===== src/rtl/cpu_ctrl_fsm.sv =====
// Control unit for the 16-bit RISC datapath: instruction register, field decode, sequencing FSM.
// Optional HALT state for opcode 111 is enabled by defining CTRL_HALT_EN.
module cpu_ctrl_fsm #(
    parameter int unsigned DATA_W = 16
) (
    input  logic              clk,
    input  logic              reset,
    input  logic              s,
    input  logic              load,
    input  logic [15:0]       in,
    output logic              w,
    output logic [2:0]        rnum,
    output logic              write,
    output logic [1:0]        vsel,
    output logic              loada,
    output logic              loadb,
    output logic              loadc,
    output logic              loads,
    output logic              asel,
    output logic              bsel,
    output logic [1:0]        shift,
    output logic [1:0]        aluop,
    output logic [DATA_W-1:0] sximm8
);

    typedef enum logic [2:0] {
        StWait,
        StDecode,
        StWriteImm,
        StGetA,
        StGetB,
        StExec,
        StWriteRd,
        StHalt
    } state_e;

    state_e      state_q, state_d;
    logic [15:0] ir_q, ir_d;

    logic [2:0] opcode, rn, rd, rm;
    logic [1:0] op;
    logic       is_mov_imm, is_mov_reg, is_mvn, is_alu, is_cmp, is_halt;

    assign opcode = ir_q[15:13];
    assign op     = ir_q[12:11];
    assign rn     = ir_q[10:8];
    assign rd     = ir_q[7:5];
    assign rm     = ir_q[2:0];

    assign is_mov_imm = (opcode == 3'b110) && (op == 2'b10);
    assign is_mov_reg = (opcode == 3'b110) && (op == 2'b00);
    assign is_mvn     = (opcode == 3'b101) && (op == 2'b11);
    assign is_alu     = (opcode == 3'b101) && (op != 2'b11);
    assign is_cmp     = (opcode == 3'b101) && (op == 2'b01);

`ifdef CTRL_HALT_EN
    assign is_halt = (opcode == 3'b111);
`else
    assign is_halt = 1'b0;
`endif

    assign shift  = ir_q[4:3];
    // MOV reg runs through the ALU as an add with A forced to zero.
    assign aluop  = is_mov_reg ? 2'b00 : op;
    assign sximm8 = {{(DATA_W - 8){ir_q[7]}}, ir_q[7:0]};
    assign bsel   = 1'b0;

    always_ff @(posedge clk or negedge reset) begin
        if (!reset) begin
            state_q <= StWait;
            ir_q    <= '0;
        end else begin
            state_q <= state_d;
            ir_q    <= ir_d;
        end
    end

    always_comb begin
        state_d = state_q;
        ir_d    = ir_q;
        w       = 1'b0;
        rnum    = 3'd0;
        write   = 1'b0;
        vsel    = 2'b00;
        loada   = 1'b0;
        loadb   = 1'b0;
        loadc   = 1'b0;
        loads   = 1'b0;
        asel    = 1'b0;

        unique case (state_q)
            StWait: begin
                w = 1'b1;
                if (load) ir_d = in;
                if (s) state_d = StDecode;
            end
            StDecode: begin
                if (is_mov_imm) begin
                    state_d = StWriteImm;
                end else if (is_mov_reg || is_mvn) begin
                    state_d = StGetB;
                end else if (is_alu) begin
                    state_d = StGetA;
                end else if (is_halt) begin
                    state_d = StHalt;
                end else begin
                    state_d = StWait;
                end
            end
            StWriteImm: begin
                rnum    = rn;
                vsel    = 2'b10;
                write   = 1'b1;
                state_d = StWait;
            end
            StGetA: begin
                rnum    = rn;
                loada   = 1'b1;
                state_d = StGetB;
            end
            StGetB: begin
                rnum    = rm;
                loadb   = 1'b1;
                state_d = StExec;
            end
            StExec: begin
                loadc   = 1'b1;
                asel    = is_mov_reg || is_mvn;
                loads   = (opcode == 3'b101);
                state_d = is_cmp ? StWait : StWriteRd;
            end
            StWriteRd: begin
                rnum    = rd;
                write   = 1'b1;
                state_d = StWait;
            end
            StHalt: begin
                state_d = StHalt;
            end
            default: begin
                state_d = StWait;
            end
        endcase
    end

endmodule


===== config.mk =====
export PLATFORM = sky130hd
export DESIGN_NAME = cpu_ctrl_fsm
export DESIGN_NICKNAME = d
export VERILOG_FILES = /design/src/rtl/cpu_ctrl_fsm.sv
export SDC_FILE = /design/constraint.sdc
export NUM_CORES = 1
export LEC_CHECK = 0
export ABC_CLOCK_PERIOD_IN_PS = 2100
export CORE_MARGIN = 4
export CORE_UTILIZATION = 30
export DETAILED_ROUTE_END_ITERATION = 7
export SETUP_SLACK_MARGIN = 0.1
export SLEW_MARGIN = 20
export SYNTH_ARGS = -nofsm -noshare
export SYNTH_HDL_FRONTEND = slang
export SYNTH_SLANG_ARGS = --single-unit

===== constraint.sdc =====
create_clock -name clk -period 2.1 [get_ports clk]
set_input_delay 0.42 -clock clk [delete_from_list [all_inputs] [get_ports clk]]
set_output_delay 0.42 -clock clk [all_outputs]
set_load 0.1 [all_outputs]

==> out/metrics.yaml <==
cts:
  cts_root_buf: "clkbuf_8"
  cts.htree.levels: 1
  cts_tree: "built"
  ctsHoldBuffers: 0
  clock-sinks: 19
  clk_path_buf_depth: 2
  clkSlewWorstSetupHoldPaths_ns: 0.07
  clk_latency_ns: 0.25
  cts_buffers: 3
worst_setup_path:
  reg2regPathDepth: 4
  path_class: "reg2out"
  reg2reg_slack_ns: 0.45
  critPathSlowestCell: "dfrtp_4"
  arrival_ns: 1.51
  worstSetupStartpointType: "flip-flop"
  cpPeakStageDelay_ns: 0.58
  critPathRequiredTime_ns: 1.68
  reg2reg_from: "state_q[0]"
  cp_max_fo: 13
  cp_cell_sequence: "nor3b_4, buf_4, a22o_4, buf_12"
  reg2reg_to: "ir_q[5]"
  critPathCaptureType: "primary output"
yosys:
  synth_cell_type_count: 27
  yosysTopAreaCell: "dfrtp_1"
  ys_ff_latch: 19
  yosys.area.top_type_share: 0.422
  synth.avg_cell_area_um2: 10.1
  yosys-top-cells-area: "dfrtp_1, buf_4, mux2_2, mux2_4, o21ai_0"
  syn_inst: 111
  yosysWarnings: 0
  syn-cell-area_mm2: 0.00113
  synth.yosys.seq_area_share: 0.422
finish:
  n_antenna_cell: 0
  final_nets: 167
  final_cell_mix: "buf_12, clkdlybuf4s50_1, buf_4"
  area_delta_synth_final_pct: 73.3
  final_area_mm2: 0.00195
  final_core_util: 0.563
  final-seq-area_um2: 484
  final_cells: 192
  drive_gt1_frac: 0.521
  multiInputGateArea_um2: 588
  final_common_cell: "buf_12"
  num-fill-cells: 308
floorplan:
  core.rowCount: 21
  design.die.area_mm2: 0.00480
  fp.dieW_um: 69.3
  initial_utilization: 0.325
  die_h_um: 69.3
  io-pin-count: 53
  core_mm2: 0.00347
global_route:
  grt_overflow: 0
  grt_pass1_wl_um: 4370
  grt_pass1_vias: 893
  antenna_found_initial: 0
  grt_max_degree: 20
  grtUsageTotal: 0.110
placed_design:
  place_area_mm2: 0.00186
  io_buffers: 50
  gp_congestion: 0.795
  dp.final_hpwl_um: 2090
  dp_cells: 185
  dp_slack_ns: 0.377
worst_hold_path:
  hold_path_class: "in2async"
route:
  postRouteAntennaNets: 0
  drt_iter0_drc: 14
  route.detailed.drc: 0
  via_count: 857
  drt_pass1_iterations: 3
  routed_wl_um: 2570
  viasPerCell: 4.46
  wire_per_inst_um: 13.4
timing:
  fin_ws_ns: 0.174
  period_needed_ns: 1.93
  finalSetupViolations: 0
  skew_ns: 0.00121
  fmax_ghz: 0.519
  fin_crit_sh: 0.917
  hold_viol_final: 0
  rsz0062_at_grt: "false"
  slew_viol_final: 0
status:
  outcome: "finished, final reports clean"
job:
  drv_cap: 0
## Yosys cell counts
| library cell | count |
|---|---|
| buf_4 | 20 |
| nand4_1 | 1 |
| o21ai_0 | 8 |
| a211oi_1 | 2 |
| and2_1 | 3 |
| nor2b_1 | 2 |
| a32oi_1 | 1 |
| conb_1 | 1 |
| nand3_1 | 3 |
| nor3_1 | 2 |
| buf_2 | 1 |
| inv_1 | 4 |
| a22o_1 | 3 |
| clkbuf_1 | 4 |
| a31oi_1 | 2 |
| dfrtp_1 | 19 |
| mux2_4 | 4 |
| nor2_1 | 2 |
| nand4b_1 | 1 |
| nor3b_1 | 3 |
| nor3_2 | 1 |
| and3b_1 | 2 |
| nand2_1 | 9 |
| clkbuf_2 | 1 |
| o31ai_1 | 1 |
| buf_6 | 2 |
| mux2_2 | 9 |
## worst max path at each step
stage,start,endpoint
2_1_floorplan,state_q[1],rnum[0]
3_3_place_gp,ir_q[11],asel
3_5_place_dp,state_q[1],loada
4_1_cts,state_q[0],rnum[1]
5_1_grt,state_q[0],rnum[0]
6_report,state_q[0],rnum[1]
## metal layers
metal  vias to the layer above  part of all wire  track usage  wire length, um
met5                         -                 0            0                0
met4                         0            0.0016       0.0130                4
met3                         2             0.049       0.0391              127
met2                        25              0.55        0.213             1410
met1                       405              0.40        0.116             1030
li1                        425                 -            -                -
## layout make-up
type                            instances  share of cell area
Timing Repair Buffer                   58               0.388
Multi-Input combinational cell         61               0.301
Sequential cell                        19               0.248
Tap cell                               46              0.0295
Clock buffer                            3              0.0212
Inverter                                4             0.00769
Clock inverter                          1             0.00385
## kinds of logic after synthesis
family,after synthesis,synth area share
buf+inv,32,0.189
simple gates,29,0.144
flops,19,0.422
compound gates,17,0.0978
mux,13,0.143
other cells,1,0.00333
## registers in the layout (all words and copies together) (netlist names)
name and count:
ir_q 16, state_q 3
## metrics by stage
stage / TNS, ns / hold slack (ns)
2_1_floorplan: -1.27 / 0.124
3_3_place_gp: 0 / 0.530
3_5_place_dp: 0 / 0.545
4_1_cts: 0 / 0.504
5_1_grt: 0 / 0.514
6_report: 0 / 0.500
## worst max-delay path: cells and delay by family (launching register included)
family / cells / cell delay, ns
AO/OA/AOI/OAI: 1 / 0.15
buffers and inverters: 2 / 0.33
flip-flops: 1 / 0.58
AND/OR/NAND/NOR: 1 / 0.19
## what timing repair did
item | in CTS | in global routing
pin swaps | 0 | 2
resized for setup | 2 | 5
endpoints found under the setup margin | 2 | 5
buffers inserted | 0 | 3
Power is left out: the tool's default activity adds up to more than one toggle a clock period on the data nets, which glitch-free logic cannot reach.
